==> config.mk <==
export PLATFORM = sky130hd
export DESIGN_NAME = fsm_cmd_driver_flat
export DESIGN_NICKNAME = d
export VERILOG_FILES = /design/src/rtl/fsm_cmd_driver_if.sv /design/src/rtl/fsm_cmd_driver.sv /design/src/flat_wrapper.sv
export SDC_FILE = /design/constraint.sdc
export NUM_CORES = 1
export LEC_CHECK = 0
export CORE_MARGIN = 2
export CORE_UTILIZATION = 50
export CTS_CLUSTER_SIZE = 40
export DETAILED_ROUTE_END_ITERATION = 8
export HOLD_SLACK_MARGIN = 0.03
export PLACE_DENSITY = 0.82
export SETUP_SLACK_MARGIN = 0.1
export SLEW_MARGIN = 20
export SYNTH_ARGS = -nofsm -noshare
export SYNTH_HDL_FRONTEND = slang
export SYNTH_SLANG_ARGS = --single-unit
==> constraint.sdc <==
create_clock -name clk -period 2.15 [get_ports clk]
set_clock_uncertainty 0.1 [all_clocks]
set_input_delay 0.43 -clock clk [delete_from_list [all_inputs] [get_ports clk]]
set_output_delay 0.43 -clock clk [all_outputs]
set_load 0.1 [all_outputs]
==> src/rtl/fsm_cmd_driver_if.sv <==
// Host request channel and downstream-FSM command/echo channel of fsm_cmd_driver.
// master = host side (also stands in for the downstream FSM's state echo); slave = the driver.
interface fsm_cmd_driver_if;
  logic       req_valid;
  logic [2:0] req_target;
  logic       req_ready;
  logic [2:0] state_in;
  logic [2:0] cmd_out;
  logic       cmd_valid;
  logic       busy;
  logic       done;
  logic       err;
  logic [1:0] err_code;

  modport master (
    output req_valid, req_target, state_in,
    input  req_ready, cmd_out, cmd_valid, busy, done, err, err_code
  );

  modport slave (
    input  req_valid, req_target, state_in,
    output req_ready, cmd_out, cmd_valid, busy, done, err, err_code
  );
endinterface

==> src/rtl/fsm_cmd_driver.sv <==
// Walks the downstream control FSM around the ring 0->1->2->3->0 one hop at a time,
// waiting for each state echo and reporting illegal targets, timeouts and bad echoes.
module fsm_cmd_driver #(
  parameter int TIMEOUT = 15
) (
  input  logic                 clk,
  input  logic                 rst,
  fsm_cmd_driver_if.slave      bus
);

  localparam int TW = $clog2(TIMEOUT + 1);
  localparam logic [TW-1:0] TMO_LAST = TW'(TIMEOUT - 1);

  localparam logic [1:0] EC_NONE  = 2'd0;
  localparam logic [1:0] EC_ILLEG = 2'd1;
  localparam logic [1:0] EC_TMO   = 2'd2;
  localparam logic [1:0] EC_ECHO  = 2'd3;

  typedef enum logic [2:0] {
    S_IDLE  = 3'd0,
    S_ISSUE = 3'd1,
    S_WAIT  = 3'd2,
    S_DONE  = 3'd3,
    S_ERR   = 3'd4
  } state_t;

  state_t        r_state;
  state_t        w_nxt;
  logic [2:0]    r_cur;
  logic [2:0]    r_tgt;
  logic [2:0]    r_hop;
  logic [2:0]    r_cmd;
  logic [TW-1:0] r_tmr;
  logic [1:0]    r_ecode;
  logic [1:0]    w_ecode_nxt;
  logic          r_ready;

  logic          w_accept;
  logic          w_match;
  logic          w_stall;
  logic          w_tmo;
  logic [2:0]    w_base;
  logic [2:0]    w_hop_nxt;

  // r_ready mirrors "state is IDLE" but stays low through reset.
  assign w_accept = (r_state == S_IDLE) && r_ready && bus.req_valid;
  assign w_match  = (bus.state_in == r_hop);
  assign w_stall  = (bus.state_in == r_cur);
  assign w_tmo    = (r_tmr == TMO_LAST);

  // Next hop is always computed from the value cur will hold when ISSUE is entered.
  assign w_base    = (r_state == S_IDLE) ? bus.state_in : r_hop;
  assign w_hop_nxt = (w_base + 3'd1) & 3'b011;

  always_ff @(posedge clk) begin
    if (rst) r_state <= S_IDLE;
    else     r_state <= w_nxt;
  end

  always_comb begin
    w_nxt       = r_state;
    w_ecode_nxt = r_ecode;
    unique case (r_state)
      S_IDLE: begin
        if (w_accept) begin
          w_ecode_nxt = EC_NONE;
          if (bus.req_target > 3'd3) begin
            w_nxt       = S_ERR;
            w_ecode_nxt = EC_ILLEG;
          end else if (bus.state_in > 3'd3) begin
            w_nxt       = S_ERR;
            w_ecode_nxt = EC_ECHO;
          end else if (bus.req_target == bus.state_in) begin
            w_nxt = S_DONE;
          end else begin
            w_nxt = S_ISSUE;
          end
        end
      end
      S_ISSUE: w_nxt = S_WAIT;
      S_WAIT: begin
        if (w_match) begin
          w_nxt = (r_hop == r_tgt) ? S_DONE : S_ISSUE;
        end else if (w_stall) begin
          if (w_tmo) begin
            w_nxt       = S_ERR;
            w_ecode_nxt = EC_TMO;
          end
        end else begin
          w_nxt       = S_ERR;
          w_ecode_nxt = EC_ECHO;
        end
      end
      S_DONE:  w_nxt = S_IDLE;
      S_ERR:   w_nxt = S_IDLE;
      default: w_nxt = S_IDLE;
    endcase
  end

  always_ff @(posedge clk) begin
    if (rst) begin
      r_cur   <= '0;
      r_tgt   <= '0;
      r_hop   <= '0;
      r_cmd   <= '0;
      r_tmr   <= '0;
      r_ecode <= EC_NONE;
      r_ready <= 1'b0;
    end else begin
      r_ready <= (w_nxt == S_IDLE);
      r_ecode <= w_ecode_nxt;
      if (w_accept) begin
        r_tgt <= bus.req_target;
        r_cur <= bus.state_in;
      end
      if (r_state == S_WAIT && w_match) r_cur <= r_hop;
      if (w_nxt == S_ISSUE) begin
        r_hop <= w_hop_nxt;
        r_cmd <= w_hop_nxt;
      end
      // tmr counts stalled WAIT cycles; hitting TMO_LAST on a stall ends the hop.
      if (r_state == S_ISSUE)
        r_tmr <= '0;
      else if (r_state == S_WAIT && !w_match && w_stall && !w_tmo)
        r_tmr <= r_tmr + 1'b1;
    end
  end

  always_comb begin
    bus.req_ready = r_ready;
    bus.cmd_out   = r_cmd;
    bus.cmd_valid = (r_state == S_ISSUE);
    bus.busy      = (r_state != S_IDLE);
    bus.done      = (r_state == S_DONE);
    bus.err       = (r_state == S_ERR);
    bus.err_code  = r_ecode;
  end

endmodule

==> src/flat_wrapper.sv <==
// flat-port wrapper written by rule: the top's interface ports become plain ports
module fsm_cmd_driver_flat 
#(
  parameter int TIMEOUT = 15
)
  (clk, rst, bus_req_valid, bus_req_target, bus_state_in, bus_req_ready, bus_cmd_out, bus_cmd_valid, bus_busy, bus_done, bus_err, bus_err_code);
  fsm_cmd_driver_if bus_i ();
  input  logic clk;
  input  logic rst;
  input wire logic [$bits(bus_i.req_valid)-1:0] bus_req_valid;
  input wire logic [$bits(bus_i.req_target)-1:0] bus_req_target;
  input wire logic [$bits(bus_i.state_in)-1:0] bus_state_in;
  output wire logic [$bits(bus_i.req_ready)-1:0] bus_req_ready;
  output wire logic [$bits(bus_i.cmd_out)-1:0] bus_cmd_out;
  output wire logic [$bits(bus_i.cmd_valid)-1:0] bus_cmd_valid;
  output wire logic [$bits(bus_i.busy)-1:0] bus_busy;
  output wire logic [$bits(bus_i.done)-1:0] bus_done;
  output wire logic [$bits(bus_i.err)-1:0] bus_err;
  output wire logic [$bits(bus_i.err_code)-1:0] bus_err_code;
  assign bus_i.req_valid = bus_req_valid;
  assign bus_i.req_target = bus_req_target;
  assign bus_i.state_in = bus_state_in;
  assign bus_req_ready = bus_i.req_ready;
  assign bus_cmd_out = bus_i.cmd_out;
  assign bus_cmd_valid = bus_i.cmd_valid;
  assign bus_busy = bus_i.busy;
  assign bus_done = bus_i.done;
  assign bus_err = bus_i.err;
  assign bus_err_code = bus_i.err_code;
  fsm_cmd_driver #(.TIMEOUT(TIMEOUT)) u_core (.clk(clk), .rst(rst), .bus(bus_i));
endmodule
* Word level (Yosys, flattened, before mapping)
Cells that the tools add are included.
** Storage, ports and cells
- Output and inout bits :: 10
- Logic and storage cells :: 58
- Input bits :: 9
- Register bits after elaboration :: 18
** Cells by class
- $lt $le $gt $ge :: 2
- Add/subtract/negate cells :: 2
- Eq/ne operators :: 13
- Multiplexer cells :: 19
- Reduce and logical (&&, ||, !) cells :: 15
** Operator list (number)
- $mux 3 :: 8
- $mux 2 :: 9
- $pmux 3 s3 :: 1
- $eq 3x1->1 const B :: 2
- $eq 3x2->1 const B :: 2
- $eq 3x3->1 :: 2
- $gt 3x2->1 const B :: 2
- $logic_and 1x1->1 :: 6
- $logic_not 3->1 :: 2
- $add 4x1->4 const B :: 1
- $eq 4x4->1 const B :: 1
- $pmux 2 s2 :: 1
- $reduce_and 4->1 :: 1
- $reduce_bool 2->1 :: 2
- $eq 2x3->1 :: 1
- $eq 3x2->1 :: 1
- $eq 3x3->1 const B :: 1
- $ne 3x3->1 const B :: 1
- $reduce_bool 3->1 :: 1
- $add 2x1->2 const B :: 1
- $logic_not 1->1 :: 2
- $ne 2x1->1 const B :: 1
- $ne 2x2->1 const B :: 1
- $reduce_or 2->1 :: 1

* Depth between registers and ports, before layout
Gate-level depths: netlist of run 1.
- Depth after elaboration :: 7
- Depth in mapped cells :: 7
- Depth with buffers taken out :: 7

* Worst setup path after synthesis of run 1
Ideal clock, no wire load.
- Path kind :: register to register
- Start point :: register u_core.r_state[0]
- End point :: register u_core.r_ready (netlist: u_core.bus.req_ready)
- Clock period less this slack :: 3524 ps
- Path buffers :: 0
- Stages on the path, launching flop included :: 4
- Library setup time :: 131 ps
- Setup slack :: -1374 ps
- Data required time :: 1919 ps
- Data arrival time :: 3293 ps
- Path through :: dfxtp_1 nor3b_1 or2_2 nor3_1
** Between the ends
- Elaborated cells between the ends (all ways) :: 11
- Classes of those cells :: eq/ne (2); mux (5); reduce/logical (4)
** RTL lines
- from (decl) :: RTL line fsm_cmd_driver.sv:27 : state_t r_state;
- from (signal assigned) :: RTL line fsm_cmd_driver.sv:57 : else r_state <= w_nxt;
- $eq 3x1->1
- net bus_cmd_valid :: RTL line flat_wrapper.sv:15 : output wire logic [$bits(bus_i.cmd_valid)-1:0] bus_cmd_valid;
- $pmux 3 s3 :: RTL line fsm_cmd_driver.sv:63 : unique case (r_state)
- $logic_not 3->1 :: RTL line fsm_cmd_driver.sv:110 : r_ready <= (w_nxt == S_IDLE);
- to (signal assigned) :: RTL line fsm_cmd_driver.sv:110
- to (decl) :: RTL line fsm_cmd_driver.sv:36 : logic r_ready;
The timed path passes the listed nets, and every way through them passes these cells.
A chain may end at the register's enable or synchronous reset.

* Worst setup path after layout of run 1
- Start point :: input port bus_state_in[2]
- End point :: register u_core.r_tmr[1]
** Between the ends
- Cells in the longest elaborated chain, start to end :: 5
- Elaborated cells between the ends (all ways) :: 6
- Classes of those cells :: eq/ne (2); reduce/logical (4)
** Ends and longest elaborated chain
- from (decl) :: RTL line flat_wrapper.sv:12 : input wire logic [$bits(bus_i.state_in)-1:0] bus_state_in;
- $eq 3x2->1 :: RTL line fsm_cmd_driver.sv:47 : assign w_match = (bus.state_in == r_hop);
- $logic_not 1->1 :: RTL line fsm_cmd_driver.sv:124 : else if (r_state == S_WAIT && !w_match && w_stall && !w_tmo)
- $logic_and 1x1->1 :: RTL line fsm_cmd_driver.sv:124
- $logic_and 1x1->1 (*) (2 in a row) :: RTL line fsm_cmd_driver.sv:124
- to (signal assigned) :: RTL line fsm_cmd_driver.sv:125 : r_tmr <= r_tmr + 1'b1;
- to (decl) :: RTL line fsm_cmd_driver.sv:33 : logic [TW-1:0] r_tmr;
Every way passes the cells marked *; elsewhere a longest branch is shown, timed or not.

==> results of run 1 <==
cell usage after synthesis (2+ instances only):
cell and instances:
o21ai_0 2, nand2_1 7, dfxtp_1 18, nand4_1 2, a21oi_1 7, nor3b_1 3
nand3_1 4, buf_2 4, nor3_1 5, inv_1 3, o21ai_1 2, xnor2_1 7
xor2_1 6, ha_1 2, nor2_1 15, mux2i_1 5, and2_1 2, mux2_2 2
metal layers:
metal	up-vias	wire length (um)
met1	495	1140
met3	13	153
met2	46	1480
li1	492	-
met5	-	0
met4	0	80
kinds of logic after synthesis:
| logic type | after synthesis | synth area share, % |
|---|---|---|
| buf+inv | 9 | 4.07 |
| flops | 18 | 34.5 |
| mux | 7 | 6.95 |
| xor+xnor | 13 | 10.9 |
| other cells | 1 | 0.359 |
| simple gates | 51 | 28.9 |
| fa+ha+maj | 2 | 2.39 |
| compound gates | 20 | 12.0 |
sequential cells by signal, indices dropped and copies added (netlist names):
| signal | cells |
|---|---|
| u_core.bus.err_code | 2 |
| u_core.bus.req_ready | 1 |
| u_core.r_cur | 3 |
| u_core.r_hop | 2 |
| u_core.r_state | 3 |
| u_core.r_tgt | 3 |
| u_core.r_tmr | 4 |
stage by stage:
stage	power, uW	hold slack (ns)	area [um2]	setup TNS (ns)	worst slack [ns]
2_1_floorplan	520	0.344	1070	0	0.169
5_1_grt	849	0.406	1480	0	0.0644
3_3_place_gp	593	0.353	1420	-0.163	-0.0420
6_report	817	0.378	1480	0	0.154
4_1_cts	813	0.380	1460	0	0.189
3_5_place_dp	602	0.366	1420	-0.648	-0.101
layout make-up:
type	count	area (um2)	share of cell area (%)
clock buffers	4	36.3	2.45
inverters	3	11.3	0.761
multi-input cells	94	686	46.4
flip-flops and latches	18	364	24.6
well taps	27	33.8	2.28
repair buffers	37	348	23.5
critical path, cell delays in order:
cell and delay (ns):
clkdlybuf4s50_1 0.54, xnor2_1 0.29, nand4_1 0.27, nor2_2 0.21
buf_4 0.14, nor2_1 0.04, a211oi_1 0.19
how the worst max path moves through the flow:
stage                   endpoint  cells past startpoint
3_3_place_gp     u_core.r_tmr[1]                      8
4_1_cts                 bus_busy                      4
5_1_grt        u_core.r_state[1]                      7
2_1_floorplan  u_core.r_state[1]                      5
6_report         u_core.r_tmr[1]                      7
3_5_place_dp     u_core.r_tmr[1]                      7
where the power goes:
part,total [uW],switching (uW),internal [uW]
Combinational,244,151,93.1
Clock,213,109,103
Sequential,360,12.9,347
==> flow_metrics.env, run 1 <==
export IMPL_gp_congestion=0.841
export IMPL_grt_util_met2_pct=47.1
export IMPL_max_cap_violations=0
export IMPL_die_width_um=49.7
export IMPL_cts_setup_buffers=0
export IMPL_cts_sinks=18
export IMPL_nets=168
export IMPL_drv_slew=0
export IMPL_cts_tree="yes"
export IMPL_viasPerCell=5.72
export IMPL_track_usage_pct=25.3
export IMPL_clockBufferDepth=2
export IMPL_worstPathArrival_ns=2.12
export IMPL_cp_start_kind="input port"
export IMPL_drive_above_1_share_pct=32.1
export IMPL_yosysTopAreaCell="dfxtp_1"
export IMPL_cts_hold_buf=0
export IMPL_drtIter0Drc=48
export IMPL_hold_end="u_core.r_cur[0]"
export IMPL_r2r_start="u_core.r_state[1]"
export IMPL_fmax_mhz=501
export IMPL_dp_hpwl_um=2120
export IMPL_clk_pin_slew_ns=0.10
export IMPL_hold_start="u_core.r_cur[0]"
export IMPL_ys_flop_type="dfxtp_1"
export IMPL_busiest_layer="met2"
export IMPL_final_common_cell="buf_4"
export IMPL_final_util_pct=75.4
export IMPL_final_cell_mix="buf_4, dfxtp_1, nor2_1, clkdlybuf4s50_1"
export IMPL_synth_area_leaders="dfxtp_1, xnor2_1, nor2_1"
export IMPL_worstSetupPathType="in2reg"
export IMPL_fin_crit_sh_pct=92.8
export IMPL_ys_async_sr_fraction_pct=0
export IMPL_die_height_um=49.7
export IMPL_max_vdd_ir_drop_mv=0.428
export IMPL_antenna_found_initial=0
export IMPL_area_growth_synth_to_final_pct=41.6
export IMPL_antennaDiodeCount=0
export IMPL_r2r_worst_path_cells=5
export IMPL_grt_use_met1_pct=28.1
export IMPL_rows=16
export IMPL_p_leak_uw=0.000606
export IMPL_worst_pin_slew_ns=0.515
export IMPL_cp_required_ns=2.27
export IMPL_avgRoutedWirePerCell_um=15.6
export IMPL_grt_pass1_wl_um=4750
export IMPL_grt_max_degree=12
export IMPL_io_buffer_count=17
export IMPL_rsz0062_at_grt="true"
export IMPL_overflow=0
export IMPL_core_area_um2=1960
export IMPL_relSlewSlack_pct=65.4
export IMPL_hp_class="reg2reg"
export IMPL_fin_cells=183
export IMPL_drc=0
export IMPL_routed_wl_um=2850
export IMPL_synth_cell_types=43
export IMPL_via_count=1046
export IMPL_yosysSeqAreaShare_pct=34.5
export IMPL_cp_end_kind="flip-flop"
export IMPL_dieArea_um2=2470
export IMPL_dp_cells=179
export IMPL_ys_seq_elements=18
export IMPL_syn_nets=132
export IMPL_hold_path_depth=2
export IMPL_cts_resized=0
export IMPL_drt_pass1_iter_count=4
export IMPL_finalCriticalPeriod_ns=2.00
export IMPL_pwr_density_cell_nw_per_um2=552
export IMPL_r2r_slack_ns=0.24
export IMPL_syn_area_um2=1040
export IMPL_cp_max_fo=6
export IMPL_clock_latency_ns=0.30
export IMPL_yosysWarnings=0
export IMPL_reg2reg_to="u_core.r_hop[0]"
export IMPL_synth_area_per_cell_um2=8.63
export IMPL_synth_top_area_share_pct=34.5
export IMPL_first_global_vias=1058
export IMPL_num_io_pins=19
export IMPL_outcome="completed"
export IMPL_worstSetupStartpoint="bus_state_in[2]"
export IMPL_cts_buffers=3
export IMPL_syn_instance_count=121
export IMPL_fillerInstances=151
export IMPL_htree_levels=1
export IMPL_synth_edf_count=0
export IMPL_ant_nets=0
export IMPL_cts_root_buf="clkbuf_4"
export IMPL_finalHoldViolations=0
export IMPL_use_met3_pct=4.24
export IMPL_setup_violations_final=0
export IMPL_start_util_pct=53.3
Note: power is estimated with default switching activity, not from simulation.
==> run 2, diff against run 1 <==
--- a/config.mk
+++ b/config.mk
@@ -5,12 +5,15 @@
 export SDC_FILE = /design/constraint.sdc
 export NUM_CORES = 1
 export LEC_CHECK = 0
+export ABC_CLOCK_PERIOD_IN_PS = 2150
 export CORE_MARGIN = 2
 export CORE_UTILIZATION = 50
 export CTS_CLUSTER_SIZE = 40
 export DETAILED_ROUTE_END_ITERATION = 8
+export DONT_BUFFER_PORTS = 1
+export GPL_ROUTABILITY_DRIVEN = 0
 export HOLD_SLACK_MARGIN = 0.03
-export PLACE_DENSITY = 0.82
+export PLACE_DENSITY = 0.7
 export SETUP_SLACK_MARGIN = 0.1
 export SLEW_MARGIN = 20
 export SYNTH_ARGS = -nofsm -noshare
==> run 2 against run 1 <==
Net effect: global-route usage shrank 4.9 points; maximum frequency grew 1.6%; power decreased by 8.1%; sequential cell count did not move; die area is the same; cell count down 14%; register-to-register slack gained 0.02 ns; sequential power barely moved.
==> flow_metrics.env, run 2 (synthesis results as in run 1) <==
export IMPL_outcome="completed"
export IMPL_viasPerCell=5.61
export IMPL_clk_pin_slew_ns=0.11
export IMPL_r2r_start="u_core.r_state[1]"
export IMPL_start_util_pct=53.3
export IMPL_setup_violations_final=0
export IMPL_dieArea_um2=2470
export IMPL_dp_cells=153
export IMPL_cts_hold_buf=0
export IMPL_dp_hpwl_um=1780
export IMPL_worstSetupStartpoint="u_core.r_state[2]"
export IMPL_cts_tree="yes"
export IMPL_fmax_mhz=509
export IMPL_clock_latency_ns=0.31
export IMPL_max_cap_violations=0
export IMPL_hold_start="rst"
export IMPL_rows=16
export IMPL_worst_slack_ns=0.185
export IMPL_grt_max_degree=16
export IMPL_area_growth_synth_to_final_pct=14.4
export IMPL_max_vdd_ir_drop_mv=0.506
export IMPL_cts_buffers=3
export IMPL_switchingPower_uw=244
export IMPL_final_common_cell="nor2_1"
export IMPL_crit_path_max_incr_delay_ns=0.49
export IMPL_htree_levels=1
export IMPL_rsz0062_at_grt="false"
export IMPL_finalCriticalPeriod_ns=1.97
export IMPL_die_width_um=49.7
export IMPL_antennaDiodeCount=0
export IMPL_grt_pass1_wl_um=3820
export IMPL_p_sw_share_pct=32.6
export IMPL_power_uw=750
export IMPL_setup_tns_ns=0
export IMPL_drv_slew=0
export IMPL_worstPathArrival_ns=1.44
export IMPL_avgRoutedWirePerCell_um=14.7
export IMPL_antenna_found_initial=0
export IMPL_cts_resized=0
export IMPL_cp_cell_sequence="nor3_2, buf_4, inv_1, buf_4"
export IMPL_sequentialPowerShare_pct=47.8
export IMPL_die_height_um=49.7
export IMPL_crit_family="buffers and inverters"
export IMPL_fillerInstances=193
export IMPL_track_usage_pct=20.3
export IMPL_slowest_stage="dfxtp_1"
export IMPL_cp_end_kind="output pin"
export IMPL_overflow=0
export IMPL_regMostFlops="u_core.r_tmr"
export IMPL_cts_root_buf="clkbuf_4"
export IMPL_hp_class="in2reg"
export IMPL_core_area_um2=1960
export IMPL_cts_setup_buffers=0
export IMPL_cts_sinks=18
export IMPL_drt_pass1_iter_count=4
export IMPL_drtIter0Drc=14
export IMPL_pwr_density_cell_nw_per_um2=628
export IMPL_io_buffer_count=0
export IMPL_critPathMostFrequentCell="buf_4"
export IMPL_cp_max_fo=6
export IMPL_finalHoldViolations=0
export IMPL_p_int_uw=506
export IMPL_fin_crit_sh_pct=91.4
export IMPL_worstSetupPathType="reg2out"
export IMPL_combPwrFrac_pct=23.5
export IMPL_routed_wl_um=2310
export IMPL_drive_above_1_share_pct=23.1
export IMPL_place_ws_ns=0.234
export IMPL_nets=142
export IMPL_via_count=880
export IMPL_fin_cells=157
export IMPL_path_buf_inv=3
export IMPL_pwr_share_clk_pct=28.7
export IMPL_cp_required_ns=1.62
export IMPL_largest_register_ffs=4
export IMPL_p_leak_uw=0.000468
export IMPL_cp_start_kind="flip-flop"
export IMPL_clockBufferDepth=2
export IMPL_ant_nets=0
export IMPL_final_cell_mix="nor2_1, dfxtp_1, buf_4"
export IMPL_first_global_vias=852
export IMPL_num_io_pins=19
export IMPL_drc=0
==> run 2: cell types whose count changed in the layout (fill, tap and decap cells not counted), moves of 2 or more <==
cell	before	now
clkdlybuf4s50_1	8	0
dfxtp_1	15	13
dfxtp_2	3	5
buf_4	25	11
buf_12	4	0
==> run 2: per-layer routing <==
metal	wire length [um]	up-vias	GRT usage [%]	part of all wire (%)
met5	0	-	0	0
met4	48	0	6.94	2.1
met3	134	5	4.55	5.8
met2	1150	25	35.6	50
met1	977	407	24.3	42
li1	-	443	-	-
==> run 2: area by class of cell <==
type                    instances  area, um2  area share, %
well taps                      27       33.8           2.83
clock buffers                   4       36.3           3.04
multi-input cells              94        664           55.6
inverters                       3       11.3          0.942
flip-flops and latches         18        367           30.7
repair buffers                 11       82.6           6.91
==> run 2: worst paths after layout <==
kind	end	depth (start not counted)	slack [ns]
worst min-delay path	u_core.r_state[1]	1	0.07
worst max-delay path	bus_busy	4	0.18
worst min register to register	u_core.r_cur[0]	2	0.37
worst max register to register	u_core.r_hop[0]	5	0.26
==> run 2: worst register-to-register path, delay by kind of cell (launching register included) <==
kind | cells | cell delay (ns)
simple gates | 3 | 1.00
flops | 1 | 0.43
compound gates | 2 | 0.29
==> run 2: stage by stage <==
step | area, um2 | util, % | hold WS (ns)
after CTS | 1190 | 60.8 | 0.0720
final | 1190 | 60.9 | 0.0669
after global routing | 1190 | 60.9 | 0.0516
after floorplan | 1070 | - | 0.344
after detailed placement | 1160 | 58.9 | 0.355
after global placement | 1160 | 58.9 | 0.350
==> run 2: power by group through the flow <==
stage	Combinational (uW)	Clock [uW]	Sequential (uW)
after floorplan	113	0	407
after global placement	174	0	365
after detailed placement	175	0	366
after CTS	176	218	359
after global routing	186	235	361
final	176	215	359
==> run 3, diff against run 2 <==
--- a/config.mk
+++ b/config.mk
@@ -13,7 +13,7 @@
 export DONT_BUFFER_PORTS = 1
 export GPL_ROUTABILITY_DRIVEN = 0
 export HOLD_SLACK_MARGIN = 0.03
-export PLACE_DENSITY = 0.7
+export PLACE_DENSITY = 0.66
 export SETUP_SLACK_MARGIN = 0.1
 export SLEW_MARGIN = 20
 export SYNTH_ARGS = -nofsm -noshare
==> run 3 against run 2 <==
Net effect: non-clock buffer count is the same; clock power about the same; combinational power barely moved; first-iteration DRC count down 14%; critical endpoint unchanged; worst hold slack gained 0.014 ns; critical path type unchanged; sequential cell count is the same; cell count unchanged; sequential power hardly changed; critical path depth is the same; core utilization rose by 0.64 points; setup slack better by 0.013 ns.
==> flow_metrics.env, run 3 (synthesis results as in run 1) <==
export IMPL_outcome="completed"
export IMPL_dp_hpwl_um=1750
export IMPL_met1Wirelength_um=999
export IMPL_antenna_found_initial=0
export IMPL_cp_required_ns=1.62
export IMPL_reg2reg_to="u_core.r_state[1]"
export IMPL_routed_wl_um=2260
export IMPL_grt_max_degree=16
export IMPL_finalHoldViolations=0
export IMPL_r2r_slack_ns=0.28
export IMPL_final_cell_mix="nor2_1, dfxtp_1, buf_4"
export IMPL_die_height_um=49.7
export IMPL_fillerInstances=189
export IMPL_cts_root_buf="clkbuf_4"
export IMPL_max_vdd_ir_drop_mv=0.382
export IMPL_cts_sinks=18
export IMPL_clockBufferDepth=2
export IMPL_fmax_mhz=512
export IMPL_clock_latency_ns=0.30
export IMPL_area_growth_synth_to_final_pct=15.6
export IMPL_track_usage_pct=20.3
export IMPL_die_width_um=49.7
export IMPL_htree_levels=1
export IMPL_hold_path_depth=1
export IMPL_nets=142
export IMPL_hold_start="rst"
export IMPL_p_leak_uw=0.000471
export IMPL_hp_class="in2reg"
export IMPL_r2r_worst_path_cells=5
export IMPL_overflow=0
export IMPL_power_uw=752
export IMPL_cts_tree="yes"
export IMPL_final_common_cell="nor2_1"
export IMPL_drt_pass1_iter_count=4
export IMPL_first_global_vias=866
export IMPL_grt_pass1_wl_um=3840
export IMPL_start_util_pct=53.3
export IMPL_regMostFlops="u_core.r_tmr"
export IMPL_dieArea_um2=2470
export IMPL_cts_buffers=3
export IMPL_rsz0062_at_grt="false"
export IMPL_setup_tns_ns=0
export IMPL_placed_cell_area_um2=1170
export IMPL_whs_ns=0.0806
export IMPL_viasPerCell=5.63
export IMPL_finalCriticalPeriod_ns=1.95
export IMPL_design_area_um2=1210
export IMPL_drv_slew=0
export IMPL_io_buffer_count=0
export IMPL_cp_end_kind="output pin"
export IMPL_cp_max_fo=6
export IMPL_core_area_um2=1960
export IMPL_drive_above_1_share_pct=23.1
export IMPL_highest_layer="met4"
export IMPL_avgRoutedWirePerCell_um=14.4
export IMPL_worstSetupPathType="reg2out"
export IMPL_max_cap_violations=0
export IMPL_worstSetupStartpoint="u_core.r_state[0]"
export IMPL_antennaDiodeCount=0
export IMPL_ant_nets=0
export IMPL_hold_end="u_core.r_hop[0]"
export IMPL_drtIter0Drc=12
export IMPL_cp_start_kind="flip-flop"
export IMPL_fin_crit_sh_pct=90.8
export IMPL_num_io_pins=19
export IMPL_r2r_start="u_core.r_state[1]"
export IMPL_final_util_pct=61.5
export IMPL_clk_pin_slew_ns=0.11
export IMPL_dr_wl_met3_um=123
export IMPL_pwr_density_cell_nw_per_um2=623
export IMPL_wl_met2_um=1120
export IMPL_rows=16
export IMPL_setup_violations_final=0
export IMPL_drc=0
export IMPL_worstPathArrival_ns=1.42
export IMPL_largest_register_ffs=4
export IMPL_via_count=884
## run 3: cell types whose count changed in the layout (fill, tap and decap cells not counted)
cell / previous run / this run
buf_12: 0 / 1
buf_4: 11 / 10
## run 3: worst max-delay path, cell delays in order, from the launching register on
cell,delay (ns)
dfxtp_1,0.49
nor3_2,0.10
buf_4,0.16
inv_1,0.09
buf_4,0.29
## run 3: area by class of cell
cell class              count  area [um2]  share of cell area (%)
inverters                   3        11.3                   0.933
clock buffers               4        36.3                    3.01
well taps                  27        33.8                    2.80
flip-flops and latches     18         367                    30.4
repair buffers             11        95.1                    7.88
multi-input cells          94         664                    55.0
## run 3: timing repair
| action | 4_1_cts | 5_1_grt |
|---|---|---|
| hold buffers | 0 | 0 |
| endpoints found under the setup margin | 0 | 3 |
| buffers inserted | 0 | 0 |
| resized for setup | 0 | 2 |
## run 3: worst max-delay path by stage
stage	slack, ns	end	cells after the start
after global routing	0.11	bus_busy	4
after floorplan	0.17	u_core.r_state[1]	5
final	0.20	bus_busy	4
after detailed placement	0.21	u_core.r_state[1]	5
after CTS	0.16	bus_busy	4
after global placement	0.28	u_core.r_state[1]	5
## run 3: metrics by stage
| stage | instances | setup WS (ns) |
|---|---|---|
| 2_1_floorplan | 121 | 0.169 |
| 3_3_place_gp | 153 | 0.279 |
| 3_5_place_dp | 153 | 0.215 |
| 4_1_cts | 157 | 0.160 |
| 5_1_grt | 157 | 0.115 |
| 6_report | 157 | 0.197 |
## run 3: power by group
group | internal, uW | switching (uW) | total (uW) | leakage, uW
Sequential | 348 | 11.7 | 359 | 0.000148
Combinational | 55.9 | 121 | 177 | 0.000301
Clock | 103 | 112 | 216 | 0.0000210
Total | 507 | 245 | 752 | 0.000471
## run 3: routing by layer
metal / global-route usage, % / vias up
li1: - / 438
met1: 26.2 / 415
met2: 32.9 / 29
met3: 4.55 / 2
met4: 7.87 / 0
met5: 0 / -
